## src/rtl/mmio_uart_tx.sv

```systemverilog
// mmio_uart_tx: memory-mapped 8N1 UART transmitter for the cpu_core data bus.
// Register window of 16 bytes at BASE_ADDR: TXDATA, STATUS, BAUDDIV, IRQEN/reserved.
// Bytes written to TXDATA queue in a FIFO_DEPTH-entry FIFO; a serial FSM drains
// the FIFO onto txd, one frame per byte, LSB first.
// Optional feature: define UART_TX_IRQ_EN to add the irq output and the IRQEN
// register at offset 0xC.
module mmio_uart_tx #(
   parameter logic [31:0] BASE_ADDR   = 32'hFFFF_0000,
   parameter int          FIFO_DEPTH  = 8,
   parameter logic [15:0] DEFAULT_DIV = 16'd868
) (
   input  logic        CLK,
   input  logic        RES,
   input  logic        memRead,
   input  logic        memWrite,
   input  logic [31:0] memAddr,
   input  logic [31:0] memDataIn,
   output logic [31:0] dataOut,
   output logic        sel,
   output logic        txd
`ifdef UART_TX_IRQ_EN
   ,
   output logic        irq
`endif
);

   localparam int AW = $clog2(FIFO_DEPTH);
   localparam int CW = AW + 1;
   localparam logic [CW-1:0] DEPTH_C = CW'(FIFO_DEPTH);
   localparam logic [CW-1:0] ONE_C   = CW'(1);
   localparam logic [AW-1:0] ONE_P   = AW'(1);

   typedef enum logic [1:0] {IDLE, START, DATA, STOP} state_t;

   // Register offsets within the window (word index memAddr[3:2]).
   localparam logic [1:0] REG_TXDATA  = 2'd0;
   localparam logic [1:0] REG_STATUS  = 2'd1;
   localparam logic [1:0] REG_BAUDDIV = 2'd2;

   state_t        state_q, state_d;
   logic [15:0]   baud_cnt_q, baud_cnt_d;
   logic [2:0]    bit_idx_q, bit_idx_d;
   logic [7:0]    shift_q, shift_d;

   logic [7:0]    fifo_mem [FIFO_DEPTH];
   logic [AW-1:0] wr_ptr_q, rd_ptr_q;
   logic [CW-1:0] count_q;
   logic          overflow_q;
   logic [15:0]   bauddiv_q;

   logic [1:0]    reg_idx;
   logic          wr_en;
   logic          push_req, push_ok, pop, full, empty, busy;
   logic [31:0]   status_word;

   // Address bits [1:0] and write data above bit 15 have no meaning here.
   logic          unused_ok;
   assign unused_ok = ^{memAddr[1:0], memDataIn[31:16]};

   assign sel     = (memAddr[31:4] == BASE_ADDR[31:4]);
   assign reg_idx = memAddr[3:2];
   assign wr_en   = memWrite & sel;

   assign full     = (count_q == DEPTH_C);
   assign empty    = (count_q == '0);
   assign busy     = (state_q != IDLE);
   assign push_req = wr_en && (reg_idx == REG_TXDATA);
   // A push into a full FIFO still lands if the FSM pops the head this cycle.
   assign push_ok  = push_req && (!full || pop);

   assign status_word = {16'b0, 8'(count_q), 4'b0, overflow_q, empty, full, busy};

`ifdef UART_TX_IRQ_EN
   logic [1:0] irqen_q;
`endif

   // Bus read mux: combinational, zero unless a read hits the window.
   always_comb begin
      // NOTE: every output of a combinational block gets a default first, so no path leaves it unassigned and no latch is inferred.
      dataOut = 32'b0;
      if (sel && memRead) begin
         case (reg_idx)
            REG_STATUS:  dataOut = status_word;
            REG_BAUDDIV: dataOut = {16'b0, bauddiv_q};
`ifdef UART_TX_IRQ_EN
            2'd3:        dataOut = {30'b0, irqen_q};
`endif
            default:     dataOut = 32'b0;
         endcase
      end
   end

   // Serial FSM next-state and txd decode.
   always_comb begin
      state_d    = state_q;
      baud_cnt_d = baud_cnt_q;
      bit_idx_d  = bit_idx_q;
      shift_d    = shift_q;
      pop        = 1'b0;
      txd        = 1'b1;
      case (state_q)
         IDLE: begin
            if (!empty) begin
               pop        = 1'b1;
               shift_d    = fifo_mem[rd_ptr_q];
               baud_cnt_d = bauddiv_q - 16'd1;
               state_d    = START;
            end
         end
         START: begin
            txd = 1'b0;
            if (baud_cnt_q == 16'd0) begin
               baud_cnt_d = bauddiv_q - 16'd1;
               bit_idx_d  = 3'd0;
               state_d    = DATA;
            end else begin
               baud_cnt_d = baud_cnt_q - 16'd1;
            end
         end
         DATA: begin
            txd = shift_q[0];
            if (baud_cnt_q == 16'd0) begin
               baud_cnt_d = bauddiv_q - 16'd1;
               if (bit_idx_q == 3'd7) begin
                  state_d = STOP;
               end else begin
                  bit_idx_d = bit_idx_q + 3'd1;
                  shift_d   = {1'b0, shift_q[7:1]};
               end
            end else begin
               baud_cnt_d = baud_cnt_q - 16'd1;
            end
         end
         STOP: begin
            txd = 1'b1;
            if (baud_cnt_q == 16'd0) begin
               state_d = IDLE;
            end else begin
               baud_cnt_d = baud_cnt_q - 16'd1;
            end
         end
         default: state_d = IDLE;
      endcase
   end

   // Serial FSM state register.
   always_ff @(posedge CLK) begin
      // NOTE: clocked state uses non-blocking assignments so every flop samples pre-edge values.
      if (RES) begin
         state_q    <= IDLE;
         baud_cnt_q <= 16'd0;
         bit_idx_q  <= 3'd0;
         shift_q    <= 8'd0;
      end else begin
         state_q    <= state_d;
         baud_cnt_q <= baud_cnt_d;
         bit_idx_q  <= bit_idx_d;
         shift_q    <= shift_d;
      end
   end

   // FIFO storage: write-only on accepted pushes.
   always_ff @(posedge CLK) begin
      // NOTE: the data array is not reset; pointers and count define which entries are valid.
      if (push_ok) begin
         fifo_mem[wr_ptr_q] <= memDataIn[7:0];
      end
   end

   // FIFO pointers, occupancy and sticky overflow.
   always_ff @(posedge CLK) begin
      if (RES) begin
         wr_ptr_q   <= '0;
         rd_ptr_q   <= '0;
         count_q    <= '0;
         overflow_q <= 1'b0;
      end else begin
         if (push_ok) wr_ptr_q <= wr_ptr_q + ONE_P;
         if (pop)     rd_ptr_q <= rd_ptr_q + ONE_P;
         case ({push_ok, pop})
            2'b10:   count_q <= count_q + ONE_C;
            2'b01:   count_q <= count_q - ONE_C;
            default: count_q <= count_q;
         endcase
         if (push_req && !push_ok) begin
            overflow_q <= 1'b1;
         end else if (wr_en && (reg_idx == REG_STATUS) && memDataIn[3]) begin
            overflow_q <= 1'b0;
         end
      end
   end

   // Baud divisor register; zero is stored as one so a bit always lasts a cycle.
   always_ff @(posedge CLK) begin
      if (RES) begin
         bauddiv_q <= DEFAULT_DIV;
      end else if (wr_en && (reg_idx == REG_BAUDDIV)) begin
         bauddiv_q <= (memDataIn[15:0] == 16'd0) ? 16'd1 : memDataIn[15:0];
      end
   end

`ifdef UART_TX_IRQ_EN
   // Interrupt enable register and registered interrupt output.
   always_ff @(posedge CLK) begin
      if (RES) begin
         irqen_q <= 2'b00;
         irq     <= 1'b0;
      end else begin
         if (wr_en && (reg_idx == 2'd3)) begin
            irqen_q <= memDataIn[1:0];
         end
         irq <= (irqen_q[0] & empty & ~busy) | (irqen_q[1] & overflow_q);
      end
   end
`endif

endmodule

```

## config.mk

```make
export PLATFORM = sky130hd
export DESIGN_NAME = mmio_uart_tx
export DESIGN_NICKNAME = d
export VERILOG_FILES = /design/src/rtl/mmio_uart_tx.sv
export SDC_FILE = /design/constraint.sdc
export NUM_CORES = 1
export LEC_CHECK = 0
export CORE_MARGIN = 8
export CORE_UTILIZATION = 30
export CTS_BUF_LIST = sky130_fd_sc_hd__clkbuf_4
export DETAILED_ROUTE_END_ITERATION = 6
export GPL_TIMING_DRIVEN = 0
export PLACE_DENSITY = 0.55
export SLEW_MARGIN = 25
export SYNTH_ARGS = -nofsm -noshare
export SYNTH_HDL_FRONTEND = slang
export SYNTH_SLANG_ARGS = --single-unit
```

## constraint.sdc

```tcl
create_clock -name CLK -period 6.4 [get_ports CLK]
set_input_delay 1.28 -clock CLK [delete_from_list [all_inputs] [get_ports CLK]]
set_output_delay 1.28 -clock CLK [all_outputs]
set_load 0.01 [all_outputs]
```

# == Word level (Yosys, flattened, before mapping) ==
# Memories as Yosys holds them, arrays and structs flattened. A register that Yosys moved wholly into a read port is not among the register bits.
# Index checks and enable logic that the tools add are counted.
# word_totals
n_memories,1
ram_bits,64
word_cells,91
reg_bits,56
in_bits,68
out_inout_bits,34
# op_classes
bitwise_logic,1
n_reduce_logical,25
addsub,7
eq_ne,17
n_mux,31
# memory_table
memory,words,width,read_ports,rd_clocked_by_memory_dff,wr,line,rtl
fifo_mem,8,8,1,1,1,45,logic [7:0] fifo_mem [FIFO_DEPTH];
# ops
cell,count
16-bit two-way mux,5
16-bit case mux with 3 select lines,1
16-bit zero test,2
16-bit case mux with 2 select lines,1
"16-bit by 1-bit subtractor with 16-bit output, second input constant",2
"28-bit == test, second input constant",1
8-bit two-way mux,3
8-bit case mux with 2 select lines,1
3-bit two-way mux,5
"2-bit inequality test, second input constant",7
2-bit two-way mux,5
2-bit nonzero test,5
"3-bit by 1-bit adder with 3-bit output, second input constant",3
"2-bit == test, second input constant",4
2-bit case mux with 4 select lines,1
4-bit case mux with 2 select lines,1
4-bit AND reduction,2
1-bit logical AND,7
"2-bit by 1-bit == test with 1-bit output, second input constant",3
1-bit two-way mux,6
3-bit case mux with 2 select lines,1
5-bit AND reduction,1
"4-bit by 1-bit adder with 4-bit output, second input constant",1
"4-bit == test, second input constant",1
other kinds (10),12

# == Depth between registers and ports, before layout ==
# Gate-level depths: netlist of run 1.
# logic_depth
word_depth,8
mapped_depth,13
mapped_depth_nobuf,13

# == Worst setup path after synthesis of run 1 ==
# No wires, ideal clock.
# synth_path
path_kind,in2out
from,input port memAddr[23]
to,output port dataOut[0]
slack_ps,2589
arrival_time_ps,2531
stages,5
t_required_ps,5120
n_path_buf,0
cell_sequence,nand4_1 or3_1 nor2_1 nand3_1 nor2_1
# synth_between
elab_chain_cells,3
# synth_lines
item,line,rtl
"start, declared",16,"input logic [31:0] memAddr,"
28-bit == test,60,assign sel = (memAddr[31:4] == BASE_ADDR[31:4]);
named net sel,19,"output logic sel,"
1-bit logical AND,81,if (sel && memRead) begin
16-bit two-way mux,81,
"end, declared",18,"output logic [31:0] dataOut,"
# The timed path passes the listed nets, and every way through them passes these cells.

# == Worst setup path in the final report of run 1 ==
# layout_path
from,input port memAddr[20]
to,output port dataOut[2]
# layout_between
elab_chain_cells,3
# layout_lines
item,line
28-bit == test,60
1-bit logical AND,81
16-bit two-way mux,81
# No other way between the ends.

==> results of run 1 <==
## per-stage QoR
| step | setup WS (ps) | util |
|---|---|---|
| floorplan | 2590 | - |
| CTS | 1440 | 0.371 |
| detailed placement | 1450 | 0.357 |
| global placement | 1500 | 0.356 |
| global route | 1250 | 0.371 |
| finish | 1460 | 0.371 |
## Yosys cell counts, types with 3 or more instances
cell,n
nor2_1,84
edfxtp_1,64
dfxtp_1,59
nand2_1,35
a21oi_1,30
inv_1,24
a22oi_1,21
clkbuf_1,19
buf_4,17
ha_1,16
mux4_2,16
nor3_1,16
nor4_1,16
mux2i_1,15
o21ai_1,15
nand3_1,14
xnor2_1,12
o21ai_0,11
xor2_1,7
o22ai_1,6
a221o_1,5
a31oi_1,5
nand2b_1,5
nand4_1,5
or4_1,4
a211oi_1,3
buf_2,3
buf_6,3
nor3b_1,3
o32ai_1,3
or3_1,3
## sequential cells by signal, summed over array words and instances, names as in the netlist, named ones only
signal	flops
wr_ptr_q	3
bauddiv_q	16
bit_idx_q	3
count_q	4
rd_ptr_q	3
state_q	2
fifo_mem	64
shift_q	8
overflow_q	1
baud_cnt_q	16
## power breakdown
group	switching, mW	total [mW]	internal [mW]
logic	0.533	0.874	0.341
registers	0.0538	0.938	0.884
clock network	0.338	0.545	0.207
total	0.925	2.36	1.43
## worst max-delay path, delay by kind of cell
family	cells	cell delay (ps)
and+or+nand+nor	5	1340
buffers and inverters	2	1040
## cell usage in the layout (no fill, tap or decap), types with 7 or more instances in the layout
master            n
clkbuf_4         17
a21oi_1          30
inv_1            24
clkbuf_1         19
mux2i_1          15
nand3_1          14
o21ai_0          11
o21ai_1          15
nor4_1           16
mux4_2           16
dfxtp_1          59
xnor2_1          12
nand2_1          35
nor3_1           14
clkdlybuf4s50_1  66
ha_1             16
a22oi_1          21
edfxtp_1         64
nor2_1           84
conb_1           16
xor2_1            7
buf_4            19
## layout make-up
class | count | area [µm²] | area share
sequential | 123 | 3100 | 0.416
tap | 270 | 338 | 0.0453
clock buffer | 17 | 128 | 0.0171
inverter | 24 | 90.1 | 0.0121
clock inverter | 15 | 154 | 0.0206
timing repair buffer | 68 | 676 | 0.0906
antenna | 1 | 2.50 | 0.000336
buffer | 43 | 251 | 0.0337
multi-input combinational | 399 | 2720 | 0.364
## final timing paths
| check | to | slack, ps | cells past startpoint |
|---|---|---|---|
| setup / recovery | dataOut[2] | 1460 | 7 |
| hold / removal | shift_q[2] | 460 | 2 |
| setup reg to reg | count_q[3] | 3390 | 13 |
| hold reg to reg | shift_q[2] | 460 | 2 |
## layer usage
| metal | global-route usage | vias to the layer above | part of all wire |
|---|---|---|---|
| li1 | - | 2301 | - |
| met1 | 0.170 | 2354 | 0.43 |
| met2 | 0.220 | 158 | 0.50 |
| met3 | 0.0328 | 16 | 0.061 |
| met4 | 0.0525 | 0 | 0.014 |
| met5 | 0 | - | 0 |
## logic make-up (layout without fill, tap and decap cells)
| family | count (synthesis) | after routing |
|---|---|---|
| and+or+nand+nor | 203 | 203 |
| DFF | 123 | 123 |
| muxes | 33 | 33 |
| AOI/OAI and AO/OA | 111 | 111 |
| xor gates and xnor gates | 19 | 19 |
| adders and majority gates | 17 | 17 |
| buffers and inverters | 67 | 167 |
| other | 1 | 17 |
==> results.md, run 1 <==
- Yosys warnings: 0
- RePlAce Congestion: 0.847
- Worst min path class: reg2reg
- Cell taking the most area after synthesis: edfxtp_1
- Clk root buf: clkbuf_4
- GRT Total Usage: 0.135
- Layout Area Growth over Synthesis: 22.4%
- Drt drc: 0
- Final Hold Viols: 0
- Main combinational cell family by area after synthesis: simple AND/OR/NAND/NOR gates
- Resized cells post-CTS: 0
- Fill count: 1993
- I/O pin count: 102
- Post-CTS setup repair buffer count: 0
- Slew Viols, Final: 0
- Routed wire length: 16500 µm
- Port Buf Inserts: 66
- Clock Tree Buf Depth: 2
- Cell Rows: 52
- Vias post-DR: 4829
- Max IR drop VDD: 165 µV
- Drt via density: 5.03
- Slew headroom: 0.386
- Yosys top cell area share: 0.315
- Crit end category: output port
- Post-Synth Simple-Gate Area: 0.165
- Seq/Total Area, Yosys: 0.509
- Ys async rst share: 0
- Global-route wire length before repair: 26200 µm
- Non-filler cells, final: 960
- Final Cell Area: 7460 µm²
- Worst skew pair latency: 550 ps
- Ys flop type: edfxtp_1
- Routed length per instance: 17.2 µm
- Final min period: 4940 ps
- Beginning of the worst hold path: shift_q[2]
- Starting DRT DRC Count: 434
- Seq cells post-synth: 123
- Clock Skew: 23.7 ps
- Slowest CP cell: clkdlybuf4s50_1
- Final period util: 0.772
- Mapped Cells: 574
- Dpl cell area: 7170 µm²
- Worst-path cell chain: clkdlybuf4s50_1, nand4_1, or3_1, nor2_1, nand3_1, nor2_1, clkdlybuf4s50_1
- Setup TNS Final: 0 ps
- Initial antenna violation count: 1
- # setup viols final: 0
- Worst Tran Pin Value: 917 ps
- Area contributors post-synth: edfxtp_1 (32%), dfxtp_1 (19%), mux4_2 (5.9%), nor2_1 (5.2%), ha_1 (3.3%)
- CP peak stage delay: 580 ps
- RSZ-0062 raised after global routing: no
- Status: finished clean
- Vias in the first global route: 4813
- Worst-path clk slew: 110 ps
- Share of cells above drive strength 1: 0.128
- Cell Pwr Density: 316 nW/µm²
- H-Tree Depth: 4
- Worst Hold Margin: 458 ps
- Inst Count DP: 927
- Largest net degree at the start of global routing: 17
- CTS tree: yes
- Drt pass-1 iters: 5
- Initial core utilization: 0.303
- Worst flop-to-flop path startpoint: state_q[0]
- Post-synthesis mux area share: 0.0875
- Post-synthesis xor/xnor area fraction: 0.0273
- GRT overflow: 0
- Critical Path RT: 5120 ps
- Post-detail-place hpwl: 12300 µm
- Nets: 761
- Max Fclk: 202 MHz
- Total CTS buffers: 17
- Synth Area in Adders: 0.0361
- CTS Sinks: 123
- Final ANT Viol Nets: 0
- Crit path kind: in2out
- Critical Path Start: memAddr[20]
- Number of flops mapped to enable cells by yosys: 64
- Leak pwr: 2.57 nW
- Crit path launch type: input port
- Arrival @ worst endpoint: 3660 ps
- Core Box Area: 20100 µm²
- Chip height: 159 µm
- Die ar.: 25100 µm²
- Synth Area in Compound Gates: 0.118
- Yosys cell types: 59
- Worst-path fanout max: 8
- Width of the die: 159 µm
- Total Power: 2.36 mW
- Mapped Area: 6090 µm²
- Syn Area/Cell: 10.6 µm²
- Post-CTS Hold Fix Bufs: 0
- Max-cap violations: 0
Power figures use the tool's default switching activity.
==> run 2: changes to the inputs <==
==> constraint.sdc (replaced) <==
create_clock -name CLK -period 4.8 [get_ports CLK]
set_input_delay 0.96 -clock CLK [delete_from_list [all_inputs] [get_ports CLK]]
set_output_delay 0.96 -clock CLK [all_outputs]
set_load 0.01 [all_outputs]
==> results of run 2 <==
Same layout as run 1 (identical final DEF). Status: finished clean.
Among the figures that moved: setup slack after placement 1450 ps -> 485 ps; setup slack after layout 1460 ps -> 498 ps; register-to-register setup slack 3390 ps -> 1790 ps; total power 2.36 mW -> 3.14 mW; worst IR drop on VDD 165 µV -> 220 µV
